### src/rtl/cgia_pkg.sv
// Shared widths, default buffer depth and fetch FSM encoding for the video
// fetch path.
package cgia_pkg;

    localparam int WORD_W             = 16;
    localparam int ADR_W              = 16;
    localparam int FIFO_DEPTH_DEFAULT = 4;

    typedef enum logic {
        ST_IDLE = 1'b0,
        ST_REQ  = 1'b1
    } fetch_state_t;

endpackage

### src/rtl/video_fifo.sv
// Small synchronous prefetch FIFO; the head word is visible combinationally so
// the serializer can load it in the same cycle it pops.
module video_fifo
    import cgia_pkg::*;
#(
    parameter int DEPTH = FIFO_DEPTH_DEFAULT,
    parameter int CNT_W = $clog2(DEPTH) + 1
) (
    input  logic              clk,
    input  logic              rst_n,
    input  logic              clr,
    input  logic              push,
    input  logic              pop,
    input  logic [WORD_W-1:0] din,
    output logic [WORD_W-1:0] dout,
    output logic              empty,
    output logic              full,
    output logic [CNT_W-1:0]  count
);

    localparam int PTR_W = $clog2(DEPTH);

    logic [WORD_W-1:0] mem [DEPTH];
    logic [PTR_W-1:0]  wr_ptr_reg;
    logic [PTR_W-1:0]  rd_ptr_reg;
    logic [CNT_W-1:0]  count_reg;
    logic              do_push;
    logic              do_pop;

    assign empty   = (count_reg == '0);
    assign full    = (count_reg == CNT_W'(DEPTH));
    assign count   = count_reg;
    assign dout    = mem[rd_ptr_reg];
    assign do_push = push & ~full;
    assign do_pop  = pop & ~empty;

    always_ff @(posedge clk) begin
        if (do_push && !clr) begin
            mem[wr_ptr_reg] <= din;
        end
    end

    // DEPTH is a power of two, so pointers wrap naturally.
    always_ff @(posedge clk or negedge rst_n) begin
        if (!rst_n) begin
            wr_ptr_reg <= '0;
            rd_ptr_reg <= '0;
            count_reg  <= '0;
        end else if (clr) begin
            wr_ptr_reg <= '0;
            rd_ptr_reg <= '0;
            count_reg  <= '0;
        end else begin
            if (do_push) begin
                wr_ptr_reg <= wr_ptr_reg + PTR_W'(1);
            end
            if (do_pop) begin
                rd_ptr_reg <= rd_ptr_reg + PTR_W'(1);
            end
            case ({do_push, do_pop})
                2'b10:   count_reg <= count_reg + CNT_W'(1);
                2'b01:   count_reg <= count_reg - CNT_W'(1);
                default: count_reg <= count_reg;
            endcase
        end
    end

endmodule

### src/rtl/video_fetch.sv
// Line-based video word fetcher: prefetches stride words per line into a small
// FIFO and serializes them MSB-first as 1bpp pixels during display enable.
module video_fetch
    import cgia_pkg::*;
#(
    parameter int FIFO_DEPTH = FIFO_DEPTH_DEFAULT
) (
    input  logic              dotclk_i,
    input  logic              reset_i,
    input  logic              hsync_i,
    input  logic              vsync_i,
    input  logic              hden_i,
    input  logic              vden_i,
    input  logic [ADR_W-1:0]  base_i,
    input  logic [7:0]        stride_i,
    output logic [ADR_W-1:0]  adr_o,
    output logic              req_o,
    input  logic              ack_i,
    input  logic [WORD_W-1:0] dat_i,
    output logic              pixel_o,
    output logic              de_o,
    output logic              underrun_o
);

    localparam int CNT_W = $clog2(FIFO_DEPTH) + 1;

    fetch_state_t      state_reg;
    logic              hsync_prev_reg;
    logic              vsync_prev_reg;
    logic [ADR_W-1:0]  line_adr_reg;
    logic [ADR_W-1:0]  fetch_adr_reg;
    logic [7:0]        words_left_reg;
    logic              discard_reg;
    logic              req_reg;
    logic [ADR_W-1:0]  adr_reg;
    logic [WORD_W-1:0] shift_reg;
    logic [3:0]        bit_cnt_reg;
    logic              pixel_reg;
    logic              de_reg;
    logic              underrun_reg;

    logic              hs_rise;
    logic              vs_rise;
    logic              active;
    logic [ADR_W-1:0]  line_base;
    logic              fifo_push;
    logic              fifo_pop;
    logic [WORD_W-1:0] fifo_dout;
    logic              fifo_empty;
    logic              fifo_full;
    logic [CNT_W-1:0]  fifo_count;

    assign hs_rise   = hsync_i & ~hsync_prev_reg;
    assign vs_rise   = vsync_i & ~vsync_prev_reg;
    assign active    = hden_i & vden_i;
    // A coincident vsync rise makes this line start from the new frame base.
    assign line_base = vs_rise ? base_i : line_adr_reg;
    // Data for a request that straddled a line start belongs to the old line.
    assign fifo_push = (state_reg == ST_REQ) & ack_i & ~discard_reg & ~hs_rise & ~fifo_full;
    assign fifo_pop  = active & (bit_cnt_reg == 4'd0) & ~fifo_empty;

    assign adr_o      = adr_reg;
    assign req_o      = req_reg;
    assign pixel_o    = pixel_reg;
    assign de_o       = de_reg;
    assign underrun_o = underrun_reg;

    video_fifo #(
        .DEPTH (FIFO_DEPTH),
        .CNT_W (CNT_W)
    ) u_fifo (
        .clk   (dotclk_i),
        .rst_n (reset_i),
        .clr   (hs_rise),
        .push  (fifo_push),
        .pop   (fifo_pop),
        .din   (dat_i),
        .dout  (fifo_dout),
        .empty (fifo_empty),
        .full  (fifo_full),
        .count (fifo_count)
    );

    always_ff @(posedge dotclk_i or negedge reset_i) begin
        if (!reset_i) begin
            hsync_prev_reg <= 1'b0;
            vsync_prev_reg <= 1'b0;
            line_adr_reg   <= '0;
            fetch_adr_reg  <= '0;
            words_left_reg <= '0;
            state_reg      <= ST_IDLE;
            discard_reg    <= 1'b0;
            req_reg        <= 1'b0;
            adr_reg        <= '0;
        end else begin
            hsync_prev_reg <= hsync_i;
            vsync_prev_reg <= vsync_i;
            if (hs_rise) begin
                fetch_adr_reg  <= line_base;
                words_left_reg <= stride_i;
                line_adr_reg   <= line_base + ADR_W'(stride_i);
            end else begin
                if (vs_rise) begin
                    line_adr_reg <= base_i;
                end
                if (fifo_push) begin
                    fetch_adr_reg  <= fetch_adr_reg + ADR_W'(1);
                    words_left_reg <= words_left_reg - 8'd1;
                end
            end
            case (state_reg)
                ST_IDLE: begin
                    if (!hs_rise && words_left_reg != 8'd0 &&
                        fifo_count < CNT_W'(FIFO_DEPTH)) begin
                        state_reg <= ST_REQ;
                        req_reg   <= 1'b1;
                        adr_reg   <= fetch_adr_reg;
                    end
                end
                ST_REQ: begin
                    if (ack_i) begin
                        state_reg   <= ST_IDLE;
                        req_reg     <= 1'b0;
                        discard_reg <= 1'b0;
                    end else if (hs_rise) begin
                        discard_reg <= 1'b1;
                    end
                end
                default: state_reg <= ST_IDLE;
            endcase
        end
    end

    always_ff @(posedge dotclk_i or negedge reset_i) begin
        if (!reset_i) begin
            shift_reg    <= '0;
            bit_cnt_reg  <= '0;
            pixel_reg    <= 1'b0;
            de_reg       <= 1'b0;
            underrun_reg <= 1'b0;
        end else begin
            de_reg    <= active;
            pixel_reg <= 1'b0;
            if (vs_rise) begin
                underrun_reg <= 1'b0;
            end
            if (active) begin
                if (bit_cnt_reg == 4'd0) begin
                    if (!fifo_empty) begin
                        pixel_reg   <= fifo_dout[WORD_W-1];
                        shift_reg   <= {fifo_dout[WORD_W-2:0], 1'b0};
                        bit_cnt_reg <= 4'd15;
                    end else begin
                        underrun_reg <= 1'b1;
                    end
                end else begin
                    pixel_reg   <= shift_reg[WORD_W-1];
                    shift_reg   <= {shift_reg[WORD_W-2:0], 1'b0};
                    bit_cnt_reg <= bit_cnt_reg - 4'd1;
                end
            end
            if (hs_rise) begin
                bit_cnt_reg <= '0;
            end
        end
    end

endmodule

### config.mk
export PLATFORM = sky130hd
export DESIGN_NAME = video_fetch
export DESIGN_NICKNAME = d
export VERILOG_FILES = /design/src/rtl/cgia_pkg.sv /design/src/rtl/video_fifo.sv /design/src/rtl/video_fetch.sv
export SDC_FILE = /design/constraint.sdc
export NUM_CORES = 1
export LEC_CHECK = 0
export BUFFER_PORTS_ARGS = -buffer_cell sky130_fd_sc_hd__buf_4
export CAP_MARGIN = 30
export CORE_ASPECT_RATIO = 0.75
export CORE_MARGIN = 2
export CORE_UTILIZATION = 26
export DETAILED_ROUTE_END_ITERATION = 10
export GPL_TIMING_DRIVEN = 0
export PLACE_DENSITY = 0.42
export SLEW_MARGIN = 20
export SYNTH_ARGS = -nofsm -noshare
export SYNTH_HDL_FRONTEND = slang
export SYNTH_SLANG_ARGS = --single-unit
### constraint.sdc
create_clock -name dotclk_i -period 4.7 [get_ports dotclk_i]
set_input_delay 0.94 -clock dotclk_i [delete_from_list [all_inputs] [get_ports dotclk_i]]
set_output_delay 0.94 -clock dotclk_i [all_outputs]
set_load 0.02 [all_outputs]
Word level (Yosys, flattened, before mapping)
Memories as Yosys holds them, arrays and structs flattened.
Cells that the tools add are included.
{"block": "classes", "n_shift": 0, "n_reduce_logical": 18, "order_cmp": 1, "n_div": 0, "eq_ne": 7, "muxes": 35, "mul": 0, "addsub": 8, "bitwise_logic": 18}
{"op": "16-bit two-way mux", "count": 6}
{"op": "16-bit by 1-bit adder with 16-bit output, second input constant", "count": 1}
{"op": "16-bit by 8-bit adder with 16-bit output", "count": 1}
{"op": "4-bit two-way mux", "count": 4}
{"op": "8-bit two-way mux", "count": 2}
{"op": "1-bit two-way mux", "count": 15}
{"op": "1-bit AND", "count": 11}
{"op": "2-bit AND reduction", "count": 5}
{"op": "2-bit nonzero test", "count": 5}
{"op": "2-bit two-way mux", "count": 4}
{"op": "8-bit nonzero test", "count": 1}
{"op": "8-bit by 1-bit subtractor with 8-bit output, second input constant", "count": 1}
{"op": "1-bit NOT", "count": 7}
{"op": "2-bit inequality test, second input constant", "count": 3}
{"op": "3-bit one-hot mux with 2 select lines", "count": 1}
{"op": "2-bit by 1-bit adder with 2-bit output, second input constant", "count": 2}
{"op": "4-bit zero test", "count": 1}
{"op": "1-bit one-hot mux with 2 select lines", "count": 2}
{"op": "4-bit by 1-bit subtractor with 4-bit output, second input constant", "count": 1}
{"op": "3-bit by 1-bit adder with 3-bit output, second input constant", "count": 1}
{"op": "3-bit equality test, second input constant", "count": 1}
{"op": "1-bit logical AND", "count": 3}
{"op": "3-bit zero test", "count": 1}
{"op": "3-bit < comparator, second input constant", "count": 1}
{"op": "other kinds (7)", "count": 7}
{"block": "totals", "word_cells": 105, "memories": 1, "rom_bits": 0, "output_inout_bits": 20, "latchBits": 0, "regBits": 91, "input_bits": 47, "ram_bits": 64}
{"memory": "u_fifo.mem", "words": 4, "width": 16, "read_ports": 1, "rd_clocked_by_memory_dff": 0, "write_ports": 1, "line": "video_fifo.sv:23", "rtl": "logic [WORD_W-1:0] mem [DEPTH];"}

Longest topological paths before layout
Gate-level depths: netlist of the first run.
{"block": "depth", "word_depth": 9, "depth_mapped": 14, "depth_no_buf": 12}

Modules after synthesis
A second synthesis of the first run with hierarchy kept.
{"block": "unflattened", "hier_cells": 566, "area_unflattened_um2": 7200.7}
{"module": "video_fetch", "instances": 1, "seq_area_each_um2": 2077.0, "cells_per_inst": 418, "area_per_inst_um2": 4341.7}
{"module": "video_fifo", "instances": 1, "seq_area_each_um2": 2097.0, "cells_per_inst": 148, "area_per_inst_um2": 2859.0}

Least setup slack after synthesis of the first run
Ideal clock, no wire load.
{"block": "synth_timing", "path_type": "input-to-reg", "from": "in vsync_i", "to": "reg line_adr_reg[9]", "stages": 12, "arrival_time_ns": 3.267, "t_required_ns": 4.576, "path_buffers": 2, "setup_slack_ns": 1.310, "path_cell_list": "nor2b_1 -> buf_4 -> buf_2 -> mux2i_1 -> inv_1 -> ha_1 -> a21o_1 -> o21ai_0 -> a32oi_1 -> a21oi_1 -> nor2_1 -> xor2_1"}
{"block": "synth_between", "elab_chain_len": 4}
{"element": "start, declared", "line": "video_fetch.sv:11", "rtl": "input logic vsync_i,"}
{"element": "1-bit AND (*)", "line": "video_fetch.sv:54", "rtl": "assign vs_rise = vsync_i & ~vsync_prev_reg;"}
{"element": "16-bit two-way mux (*)"}
{"element": "16-bit by 8-bit adder with 16-bit output", "line": "video_fetch.sv:101", "rtl": "line_adr_reg <= line_base + ADR_W'(stride_i);"}
{"element": "16-bit two-way mux (*)", "line": "video_fetch.sv:98", "rtl": "if (hs_rise) begin"}
{"element": "end signal, assigned", "line": "video_fetch.sv:101"}
{"element": "end signal, assigned", "line": "video_fetch.sv:104", "rtl": "line_adr_reg <= base_i;"}
{"element": "end, declared", "line": "video_fetch.sv:30", "rtl": "logic [ADR_W-1:0] line_adr_reg;"}
Every way passes the cells marked *; elsewhere a longest branch is shown, timed or not.
A chain may end at the register's enable or synchronous reset.

Final worst setup path of the first run
Ends and elaborated chain as after synthesis.

==> results.rst, run 1 <==
.. list-table::
   :header-rows: 1

   * - Metric
     - Value
   * - Starting density of the core
     - 0.267
   * - Max stage delay on crit path
     - ~670 ps
   * - Drt wl/cell
     - 16.9 um
   * - Share of final-layout standard cells stronger than drive strength 1
     - 0.217
   * - Resize count post-CTS
     - 0
   * - Via total after detailed routing
     - 4,502
   * - Capture point of the worst reg-to-reg path
     - line_adr_reg[9]
   * - Worst voltage drop across the vdd grid
     - 0.276 mV
   * - Number of flip-flops in the largest register
     - 64
   * - Count of input and output buffers
     - 66
   * - Total track usage
     - 0.128
   * - Avg Vias per Cell
     - around 4.5
   * - Number of distinct standard cells referenced by the synthesized netlist
     - 49
   * - Launching point of the worst reg2reg path
     - vsync_prev_reg
   * - Startpoint class of the critical path
     - input pin
   * - Register-to-register path setup slack
     - 1060 ps
   * - Filler cell count
     - 2,630
   * - Final hold viol count
     - 0
   * - Crit. Startpoint
     - vsync_i
   * - Crit path DAT
     - 4190 ps
   * - Average footprint of a synthesized cell
     - between 10 and 15 um2
   * - P_leak
     - around 3.4 nW
   * - Post-route setup TNS
     - 0 ps
   * - Post-synth EDFFs
     - 64
   * - Type of element capturing the critical path
     - flip-flop
   * - Clock H-tree levels
     - 4
   * - Post-Synthesis Net Count
     - 624
   * - Setup repair after global routing missed its margin
     - false
   * - FF-to-FF path depth
     - 12
   * - Sinks on Clock Net
     - 154
   * - Gpl congestion
     - between 0.7 and 0.8
   * - Layout area overhead
     - 22.8%
   * - Row count
     - 51
   * - Floorplan die area
     - about 28,000 um2
   * - Reg with most FFs
     - u_fifo.mem
   * - Ratio of total power to cell area
     - 582 nW/um2
   * - Maximum buffer depth of the clock tree
     - 2
   * - Post-CTS Hold Fix Bufs
     - 0
   * - Clock root buffer
     - clkbuf_16
   * - Most instantiated flip-flop cell in the synthesis netlist
     - dfrtp_1
   * - Proportion of power drawn by the clock network
     - 0.286
   * - Highest-delay cell along the critical path
     - a21oi_1
   * - Worst-path clk slew
     - 60 ps
   * - Core region area
     - about 26,000 um2
   * - Required time reported for the critical path endpoint
     - 5000 ps
   * - Pre-Repair DR Iteration Count
     - 4
   * - ANT nets after route
     - 0
   * - Hold WS
     - 483 ps
   * - Grt ovf
     - 0
   * - Hold crit path type
     - flip-flop to flip-flop
   * - Number of maximum-capacitance violations
     - 0
   * - Die height
     - 146 um
   * - Diode count
     - 0
   * - Count of pins over their slew limit
     - 0
   * - Wire length of the first global-routing pass
     - 27,300 um
   * - Series of cell instances along the critical path
     - buf_4 > nor2b_1 > buf_4 > buf_2 > mux2i_1 > inv_1 > ha_1 > a21o_1 > o21ai_0 > a32oi_1 > a21oi_1 > nor2_1 > xor2_1
   * - Setup Fix Bufs, Post-CTS
     - 0
   * - Setup-violating endpoint count in the final report
     - 0
   * - YS warnings
     - 0
   * - CP max FO
     - 10
   * - Number of buffers created by CTS
     - 17
   * - Die extent in x
     - 193 um
   * - Cell Int Power
     - between 3 and 4 mW
   * - Later-pin clock latency in the skew report
     - around 420 ps
   * - Combinational group share of total power
     - 0.311
   * - Proportion of register bits with asynchronous set or reset after synthesis
     - 0.584
   * - TritonCTS clock tree
     - done
   * - End of the critical path
     - line_adr_reg[9]
   * - Half-perimeter wire length after detailed placement
     - 12,000 um
   * - Relative slew margins
     - 0.417
   * - DRC violations left
     - 0
   * - Cell repeated most along the worst path
     - buf_4
   * - Number of antenna violations at the first check in global routing
     - 0
   * - Starting DRC count in detailed routing
     - 220
   * - Post-synthesis sequential area ratio
     - 0.598
   * - Worst Clk Skew
     - 12.7 ps
   * - Max Clock Freq
     - 257 MHz
   * - Cell area after synthesis
     - 6970 um2
   * - Worst slew pin tran
     - between 800 and 900 ps
   * - Shortest clock period the worst path allows after layout
     - between 3000 and 4000 ps
   * - Maximum number of pins on one net before global-route repair
     - 91
   * - Startpoint-to-endpoint class of the critical path
     - input pin to flip-flop
   * - Net switching fraction of the power
     - 0.333
   * - Status
     - complete, no violations
   * - Final-stage net count
     - 713
   * - Share of total power in sequential cells
     - 0.403
   * - Number of global-route vias before repair
     - 4,768
   * - Sw power
     - 1.66 mW
   * - Share of the cycle needed by the critical path after routing
     - 0.829
   * - Num ports
     - 67
   * - Post-route core utilization
     - 0.327
   * - Overall routed net length
     - 17,000 um
   * - Register bit count reported by yosys
     - about 150
   * - Number of instances in the synthesized netlist
     - roughly 560
through the flow:
step | cell area (um2) | setup slack [ps] | power, mW | instances
6_report | 8560 | 805 | 4.98 | 1002
5_1_grt | 8560 | 489 | 5.30 | 1002
4_1_cts | 8510 | 794 | 5.04 | 998
3_5_place_dp | 7900 | 373 | 3.59 | 967
3_3_place_gp | 7900 | 356 | 3.54 | 967
2_1_floorplan | 6970 | 1310 | 3.05 | 557
power groups by stage:
stage               Sequential, mW  Clock [mW]  Combinational [mW]
detailed placement            2.04           0                1.55
global placement              2.02           0                1.52
global route                  2.05        1.51                1.73
CTS                           2.01        1.46                1.57
floorplan                     2.06           0               0.986
finish                        2.01        1.43                1.55
cells in the final DEF, fill, tap and decap left out, types with 12 or more instances in the layout:
cell	n
dfrtp_1	90
nand2_1	67
buf_4	66
edfxtp_1	64
nor2_1	48
xnor2_1	29
o21ai_0	27
inv_1	23
mux2i_1	23
a21oi_1	18
ha_1	18
clkbuf_16	17
clkbuf_1	16
a31oi_1	16
mux4_2	16
mux2_2	14
nor3_1	12
critical path, delay by kind of cell:
kind,cells,cell delay [ps]
adder cells (fa/ha/maj),1,290
buffers and inverters,4,700
XOR/XNOR,1,190
multiplexers,1,530
AND/OR/NAND/NOR,2,250
AO/OA/AOI/OAI,4,1290
synth_stat cells, drive strengths merged, types with 6 or more instances:
cell type | count | share of area
dfrtp | 90 | 0.32
o21ai | 27 | 0.019
buf | 11 | 0.0079
nor3 | 13 | 0.011
ha | 18 | 0.032
nand2 | 67 | 0.036
edfxtp | 64 | 0.28
and3 | 7 | 0.0063
clkbuf | 14 | 0.0075
mux4 | 16 | 0.052
nor2 | 48 | 0.026
a31oi | 16 | 0.014
xor2 | 11 | 0.014
mux2 | 14 | 0.023
nand3 | 6 | 0.0043
inv | 23 | 0.012
xnor2 | 29 | 0.036
a21oi | 18 | 0.013
mux2i | 23 | 0.033
worst min path at each step:
stage | slack [ps] | depth (start not counted) | startpoint | endpoint
6_report | 480 | 2 | underrun_o | underrun_o
5_1_grt | 530 | 1 | adr_o[13] | adr_o[13]
4_1_cts | 490 | 2 | adr_o[10] | adr_o[10]
3_5_place_dp | 480 | 2 | adr_o[10] | adr_o[10]
3_3_place_gp | 480 | 2 | adr_o[14] | adr_o[14]
2_1_floorplan | 470 | 1 | shift_reg[1] | shift_reg[1]
kinds of logic after synthesis:
family                   synth area share
AND/OR/NAND/NOR                     0.112
flip-flops                          0.598
AO/OA/AOI/OAI                      0.0666
multiplexers                        0.107
buffers and inverters              0.0278
XOR/XNOR                           0.0502
adder cells (fa/ha/maj)            0.0380
cell type report:
cell class	count	area [um2]	area share
repair buffers	70	552	0.0644
clock buffers	19	433	0.0506
well taps	344	430	0.0503
multi-input cells	355	2610	0.304
inverters	23	86.3	0.0101
plain buffers	25	108	0.0126
clock inverters	12	174	0.0203
flip-flops and latches	154	4170	0.487
layer usage:
| metal | vias up | global-route usage | routed length (um) |
|---|---|---|---|
| li1 | 2153 | - | - |
| met1 | 2276 | 0.186 | 8600 |
| met2 | 65 | 0.191 | 7550 |
| met3 | 8 | 0.0301 | 679 |
| met4 | 0 | 0.0311 | 127 |
| met5 | - | 0 | 0 |
(Power assumes the default switching activity.)
==> run 2, diff against run 1 <==
- ABC_AREA: unset -> 1
- clock period: 4.7 -> 3.9 ns (I/O delays scaled with it)
==> results.rst, run 2 <==
.. list-table::
   :header-rows: 1

   * - Metric
     - Value
   * - Post-synthesis sequential area ratio
     - 0.559 (-0.0392)
   * - Startpoint class of the critical path
     - flip-flop
   * - Post-Synthesis Net Count
     - 870 (+39%)
   * - Number of antenna violations at the first check in global routing
     - 0 (unchanged)
   * - Share of the cycle needed by the critical path after routing
     - 0.782
   * - Final-stage net count
     - 960 (+35%)
   * - Cell area after synthesis
     - 7460 um2 (+7.0%)
   * - Fraction of post-synthesis cell area in the top cell type by area
     - 0.302 (-0.0212)
   * - Register-to-register path setup slack
     - 850 ps (-210 ps)
   * - Post-CTS Hold Fix Bufs
     - 0 (unchanged)
   * - Startpoint-to-endpoint class of the critical path
     - flip-flop to flip-flop
   * - Ranking of synthesized cells by area
     - dfrtp_1, edfxtp_1, nand2_1, o21ai_0, inv_1
   * - TritonCTS clock tree
     - done
   * - Most instantiated flip-flop cell in the synthesis netlist
     - dfrtp_1
   * - ANT nets after route
     - 0 (unchanged)
   * - Worst slew pin tran
     - 841 ps (-33.8 ps)
   * - CP max FO
     - 10 (unchanged)
   * - Gpl congestion
     - 0.786 (+4.1%)
   * - Setup Fix Bufs, Post-CTS
     - 0 (unchanged)
   * - Library cell occupying the most area in the post-synthesis netlist
     - dfrtp_1
   * - Clock root buffer
     - clkbuf_16
   * - Worst voltage drop across the vdd grid
     - 0.311 mV (+13%)
   * - Launching point of the worst reg2reg path
     - vsync_prev_reg
   * - Crit. Startpoint
     - vsync_prev_reg
   * - Row count
     - 53 (+3.9%)
   * - Required time reported for the critical path endpoint
     - 4220 ps (-780 ps)
   * - Number of maximum-capacitance violations
     - 0 (unchanged)
   * - Relative slew margins
     - 0.433 (+0.0166)
   * - FF-to-FF path depth
     - 15 (+3)
   * - Drt wl/cell
     - 16.0 um (-5.8%)
   * - Total track usage
     - 0.145 (+0.0174)
   * - Number of distinct standard cells referenced by the synthesized netlist
     - 42 (-14%)
   * - Shortest clock period the worst path allows after layout
     - 3050 ps
   * - Num ports
     - 67 (unchanged)
   * - End of the critical path
     - line_adr_reg[10]
   * - Crit path DAT
     - 3370 ps (-820 ps)
   * - DRC violations left
     - 0 (unchanged)
   * - Die extent in x
     - 200 um (+3.4%)
   * - Worst-path clk slew
     - 70 ps (about the same)
   * - Later-pin clock latency in the skew report
     - 430 ps (about the same)
   * - Avg Vias per Cell
     - 4.35 (-3.3%)
   * - Highest-delay cell along the critical path
     - o21ai_0
   * - Number of global-route vias before repair
     - 5,452 (+14%)
   * - Post-synth EDFFs
     - 64 (unchanged)
   * - Status
     - complete, no violations
   * - Via total after detailed routing
     - 5,610 (+25%)
   * - Commonest cells after routing, fill and taps aside
     - nand2_1, dfrtp_1, inv_1
   * - Capture point of the worst reg-to-reg path
     - line_adr_reg[10]
   * - Setup repair after global routing missed its margin
     - false
   * - Layout area overhead
     - 21.9%
   * - Most repeated cell in the gate-level netlist after synthesis
     - nand2_1
   * - Wire length of the first global-routing pass
     - 32,300 um (+18%)
   * - Average footprint of a synthesized cell
     - 9.29 um2 (-26%)
   * - Number of flip-flops in the largest register
     - 64 (unchanged)
   * - Floorplan die area
     - 30,100 um2 (+6.8%)
   * - Diode count
     - 0 (unchanged)
   * - Final hold viol count
     - 0 (unchanged)
   * - Worst Clk Skew
     - 11.9 ps (-0.884 ps)
   * - Core region area
     - 28,100 um2 (+7.5%)
   * - Commonest cells in the synthesized netlist
     - nand2_1, dfrtp_1, inv_1
   * - Resize count post-CTS
     - 0 (unchanged)
   * - Reg with most FFs
     - u_fifo.mem
   * - Cell repeated most along the worst path
     - nand2_1
   * - Maximum number of pins on one net before global-route repair
     - 91 (unchanged)
   * - Final instance count without filler cells
     - 1,291 (+29%)
   * - Max stage delay on crit path
     - 660 ps (about the same)
   * - Clock H-tree levels
     - 4 (unchanged)
   * - Type of element capturing the critical path
     - flip-flop
   * - Maximum buffer depth of the clock tree
     - 2 (unchanged)
   * - Pre-Repair DR Iteration Count
     - 5 (+1)
   * - Grt ovf
     - 0 (unchanged)
   * - Total instance count after detailed placement
     - 1,258 (+30%)
   * - Ratio of total power to cell area
     - 675 nW/um2 (+16%)
   * - Count of pins over their slew limit
     - 0 (unchanged)
   * - Post-route setup TNS
     - 0 ps (unchanged)
   * - Series of cell instances along the critical path
     - inv_2 > nand2_4 > buf_6 > o21ai_0 > inv_1 > fa_1 > inv_1 > nand3_1 > nand2_1 > nand2_1 > nand2_1 > nand2_1 > nor2_1 > xor2_1 > inv_1
   * - Leading cell type in the layout, fill and taps excluded
     - nand2_1
   * - Starting DRC count in detailed routing
     - 327 (+49%)
   * - P_leak
     - 4.03 nW (+18%)
   * - Overall routed net length
     - 20,600 um (+21%)
   * - YS warnings
     - 0 (unchanged)
   * - Max Clock Freq
     - 328 MHz
   * - Register bit count reported by yosys
     - 154 (unchanged)
   * - Number of instances in the synthesized netlist
     - 803 (+44%)
   * - Number of buffers created by CTS
     - 17 (unchanged)
   * - Share of final-layout standard cells stronger than drive strength 1
     - 0.177 (-0.0407)
   * - Half-perimeter wire length after detailed placement
     - 14,800 um (+24%)
   * - Sinks on Clock Net
     - 154 (unchanged)
   * - Hold crit path type
     - input pin to asynchronous set/reset pin
   * - Starting density of the core
     - 0.265 (-0.00113)
   * - Die height
     - 151 um (+3.4%)
   * - Filler cell count
     - 2,993 (+14%)
   * - Setup-violating endpoint count in the final report
     - 0 (unchanged)
   * - Proportion of register bits with asynchronous set or reset after synthesis
     - 0.584 (unchanged)
   * - Count of input and output buffers
     - 66 (unchanged)
==> run 2: cell types whose count changed after synthesis, moves of 25 or more <==
cell      delta
nand2_1    +125
o21ai_0     +36
xnor2_1     -25
o211ai_1    +36
inv_1       +60
nor2_1      +31
nand3_1     +26
==> run 2: cell families (layout without fill, tap and decap cells) <==
group	after synthesis	count (layout)	synth area share
XOR/XNOR	16	16	0.0188
AO/OA/AOI/OAI	156	156	0.126
adder cells (fa/ha/maj)	20	20	0.0355
AND/OR/NAND/NOR	333	333	0.191
flip-flops	154	154	0.559
buffers and inverters	124	227	0.0691
==> run 2: power by group <==
group | internal (mW) | switching (mW) | total (mW) | leakage, nW
clock | 0.903 | 0.716 | 1.62 | 0.269
sequential | 2.11 | 0.256 | 2.37 | 1.70
combinational | 0.750 | 1.40 | 2.15 | 2.07
==> run 2: critical path: cells and delay by family, from the launching register on <==
family / cells / cell delay (ps)
xor gates and xnor gates: 1 / 200
buffers and inverters: 5 / 520
adders and majority gates: 1 / 450
and+or+nand+nor: 7 / 700
AOI/OAI and AO/OA: 1 / 660
DFF: 1 / 410
==> run 2: worst min path at each step <==
stage	start	to	slack (ps)	depth (start not counted)
2_1_floorplan	shift_reg[15]	shift_reg[15]	450	2
3_3_place_gp	shift_reg[7]	shift_reg[7]	470	2
3_5_place_dp	adr_o[15]	adr_o[15]	470	2
4_1_cts	hsync_i	hsync_prev_reg	460	1
5_1_grt	reset_i	adr_o[15]	300	1
6_report	reset_i	adr_o[15]	280	1
==> run 2: stage by stage <==
step | setup slack (ps) | hold slack, ps | area (um2) | power (mW) | utilization
after floorplan | 1220 | 450 | 7460 | 3.78 | -
after global placement | 436 | 466 | 8440 | 4.54 | 0.300
after detailed placement | 452 | 466 | 8510 | 4.56 | 0.303
after CTS | 851 | 464 | 9070 | 6.21 | 0.323
after global routing | 589 | 301 | 9100 | 6.61 | 0.324
final | 849 | 285 | 9100 | 6.14 | 0.324
==> run 2: cell type report <==
class	instances	area, um2	area share
sequential	154	4170	0.459
multi-input combinational	525	2780	0.306
timing repair buffer	71	583	0.0641
tap	385	482	0.0529
clock buffer	20	447	0.0491
inverter	94	354	0.0389
buffer	30	161	0.0177
clock inverter	12	115	0.0126
==> run 2: layer usage <==
metal | track usage | share of wire
met1 | 0.235 | 0.57
met2 | 0.187 | 0.38
met3 | 0.0327 | 0.041
met4 | 0.0400 | 0.0083
met5 | 0 | 0
==> run 3, diff against run 2 <==
- PLACE_DENSITY: 0.42 -> 0.44
- clock period: 3.9 -> 2.5 ns (I/O delays scaled with it)
==> results.rst, run 3 (synthesis gave the netlist of run 2 again) <==
.. list-table::
   :header-rows: 1

   * - Metric
     - Value
   * - Status
     - complete, no violations
   * - Grt ovf
     - 0 (unchanged)
   * - Startpoint-to-endpoint class of the critical path
     - flip-flop to flip-flop
   * - Starting DRC count in detailed routing
     - 309 (-5.5%)
   * - Type of element capturing the critical path
     - flip-flop
   * - Setup-violating endpoint count in the final report
     - 0 (unchanged)
   * - DRC violations left
     - 0 (unchanged)
   * - Final-stage net count
     - 966 (+0.63%)
   * - Clock H-tree levels
     - 4 (unchanged)
   * - Worst-path clk slew
     - 70 ps (about the same)
   * - Combinational group share of total power
     - 0.344 (-0.007)
   * - Clock root buffer
     - clkbuf_16
   * - Max Clock Freq
     - 421 MHz (+28%)
   * - ANT nets after route
     - 0 (unchanged)
   * - Highest-delay cell along the critical path
     - dfrtp_1
   * - Pre-Repair DR Iteration Count
     - 5 (unchanged)
   * - Crit path DAT
     - 2710 ps (-660 ps)
   * - Starting density of the core
     - 0.265 (unchanged)
   * - Wire length of the first global-routing pass
     - 31,400 um (-2.6%)
   * - Required time reported for the critical path endpoint
     - 2830 ps (-1390 ps)
   * - Via total after detailed routing
     - 5,706 (+1.7%)
   * - Share of the cycle needed by the critical path after routing
     - 0.951 (+0.169)
   * - Num ports
     - 67 (unchanged)
   * - Sinks on Clock Net
     - 154 (unchanged)
   * - Later-pin clock latency in the skew report
     - 440 ps (about the same)
   * - Commonest cells after routing, fill and taps aside
     - nand2_1, dfrtp_1, inv_1
   * - Hold WS
     - 206 ps (-78.5 ps)
   * - Count of input and output buffers
     - 66 (unchanged)
   * - Share of final-layout standard cells stronger than drive strength 1
     - 0.207 (+0.0306)
   * - Drt wl/cell
     - 15.8 um (-0.86%)
   * - Proportion of power drawn by the clock network
     - 0.287 (+0.023)
   * - Cell repeated most along the worst path
     - nand2_2
   * - Setup repair after global routing missed its margin
     - true
   * - Core region area
     - 28,100 um2 (unchanged)
   * - Count of buffer and inverter cells on the critical path
     - 4 (-1)
   * - Max stage delay on crit path
     - 390 ps (-270 ps)
   * - Final hold viol count
     - 0 (unchanged)
   * - Share of total power in sequential cells
     - 0.369 (-0.017)
   * - Cell Int Power
     - 6.16 mW (+63%)
   * - Leading cell type in the layout, fill and taps excluded
     - nand2_1
   * - Series of cell instances along the critical path
     - buf_4 > nor2_4 > nand2_2 > nand2_2 > ha_4 > inv_1 > fa_2 > inv_2 > nand3_1 > nand2_2 > nand2_1 > nand2_2 > nand2_2 > nor2_2 > xor2_1 > inv_1
   * - Die height
     - 151 um (unchanged)
   * - Half-perimeter wire length after detailed placement
     - 14,400 um (-2.5%)
   * - Worst slew pin tran
     - 631 ps (-210 ps)
   * - Sw power
     - 3.84 mW (+62%)
   * - Post-route cell area
     - 9360 um2 (+2.9%)
   * - Hold crit path type
     - input pin to flip-flop
   * - Number of flip-flops in the largest register
     - 64 (unchanged)
   * - Maximum number of pins on one net before global-route repair
     - 91 (unchanged)
   * - Row count
     - 53 (unchanged)
   * - Die extent in x
     - 200 um (unchanged)
   * - Overall routed net length
     - 20,500 um (-0.40%)
   * - Count of pins over their slew limit
     - 0 (unchanged)
   * - Reg with most FFs
     - u_fifo.mem
   * - Total track usage
     - 0.142 (-0.00317)
   * - Number of buffers created by CTS
     - 17 (unchanged)
   * - Startpoint class of the critical path
     - flip-flop
   * - TritonCTS clock tree
     - done
   * - CP max FO
     - 3 (-7)
   * - Avg Vias per Cell
     - 4.40 (+1.2%)
   * - Relative slew margins
     - 0.579 (+0.146)
   * - P_leak
     - 4.11 nW (+2.0%)
   * - Number of antenna violations at the first check in global routing
     - 0 (unchanged)
   * - Ratio of total power to cell area
     - 1070 nW/um2 (+58%)
   * - Shortest clock period the worst path allows after layout
     - 2380 ps (-673 ps)
   * - Number of maximum-capacitance violations
     - 0 (unchanged)
   * - Diode count
     - 0 (unchanged)
   * - Cell type group with the largest total delay on the critical path
     - simple AND/OR/NAND/NOR gates
   * - Net switching fraction of the power
     - 0.384 (-0.00220)
   * - Number of global-route vias before repair
     - 5,348 (-1.9%)
   * - Worst Clk Skew
     - 9.42 ps (-2.44 ps)
   * - Floorplan die area
     - 30,100 um2 (unchanged)
   * - Worst voltage drop across the vdd grid
     - 0.458 mV (+47%)
   * - Gpl congestion
     - 0.803 (+2.2%)
   * - Placed Area
     - 8510 um2 (about the same)
   * - Layout area overhead
     - 25.5%
   * - Maximum buffer depth of the clock tree
     - 2 (unchanged)
[run 3: final timing paths]
kind	startpoint	endpoint	slack [ps]	cells after the start
setup / recovery	vsync_prev_reg	line_adr_reg[10]	120	16
setup reg to reg	vsync_prev_reg	line_adr_reg[10]	120	16
max in group asynchronous	reset_i	line_adr_reg[3]	1390	3
hold / removal	hsync_i	hsync_prev_reg	210	1
hold reg to reg	adr_o[14]	adr_o[14]	470	2
min in group asynchronous	reset_i	line_adr_reg[13]	460	2
[run 3: per-stage QoR]
step	setup slack, ps	utilization	cells	power, mW	TNS (ps)
floorplan	102	-	803	5.89	0
global placement	-687	0.300	1254	7.06	-27830
detailed placement	-694	0.303	1258	7.09	-4520
CTS	2.07	0.328	1294	10.0	0
global route	-7.12	0.333	1297	10.7	-14.1
finish	122	0.333	1297	10.0	0
[run 3: power groups by stage]
stage	combinational (mW)	clock, mW	sequential (mW)
finish	3.44	2.87	3.69
global route	3.88	3.03	3.77
CTS	3.40	2.94	3.68
detailed placement	3.37	0	3.72
global placement	3.32	0	3.75
floorplan	2.09	0	3.81
[run 3: routing by layer]
layer | vias up | part of all wire | GRT usage
met1 | 2719 | 0.57 | 0.229
met5 | - | 0 | 0
met3 | 14 | 0.042 | 0.0318
met4 | 0 | 0.012 | 0.0467
li1 | 2866 | - | -
met2 | 107 | 0.38 | 0.181
[run 3: cell type report]
type / count / area [um2]
Clock inverter: 15 / 229
Clock buffer: 17 / 425
Buffer: 29 / 163
Fill cell: 2906 / 18800
Multi-Input combinational cell: 525 / 2900
Timing Repair Buffer: 78 / 642
Sequential cell: 154 / 4170
Inverter: 94 / 354
Tap cell: 385 / 482
[run 3: timing repair]
| action | 4_1_cts | 5_1_grt |
|---|---|---|
| setup buffers | 5 | 1 |
| pin swaps | 4 | 4 |
| hold endpoints to repair | 0 | 15 |
| hold buffers | 0 | 1 |
| setup endpoints to repair | 10 | 7 |
| resized for setup | 11 | 20 |
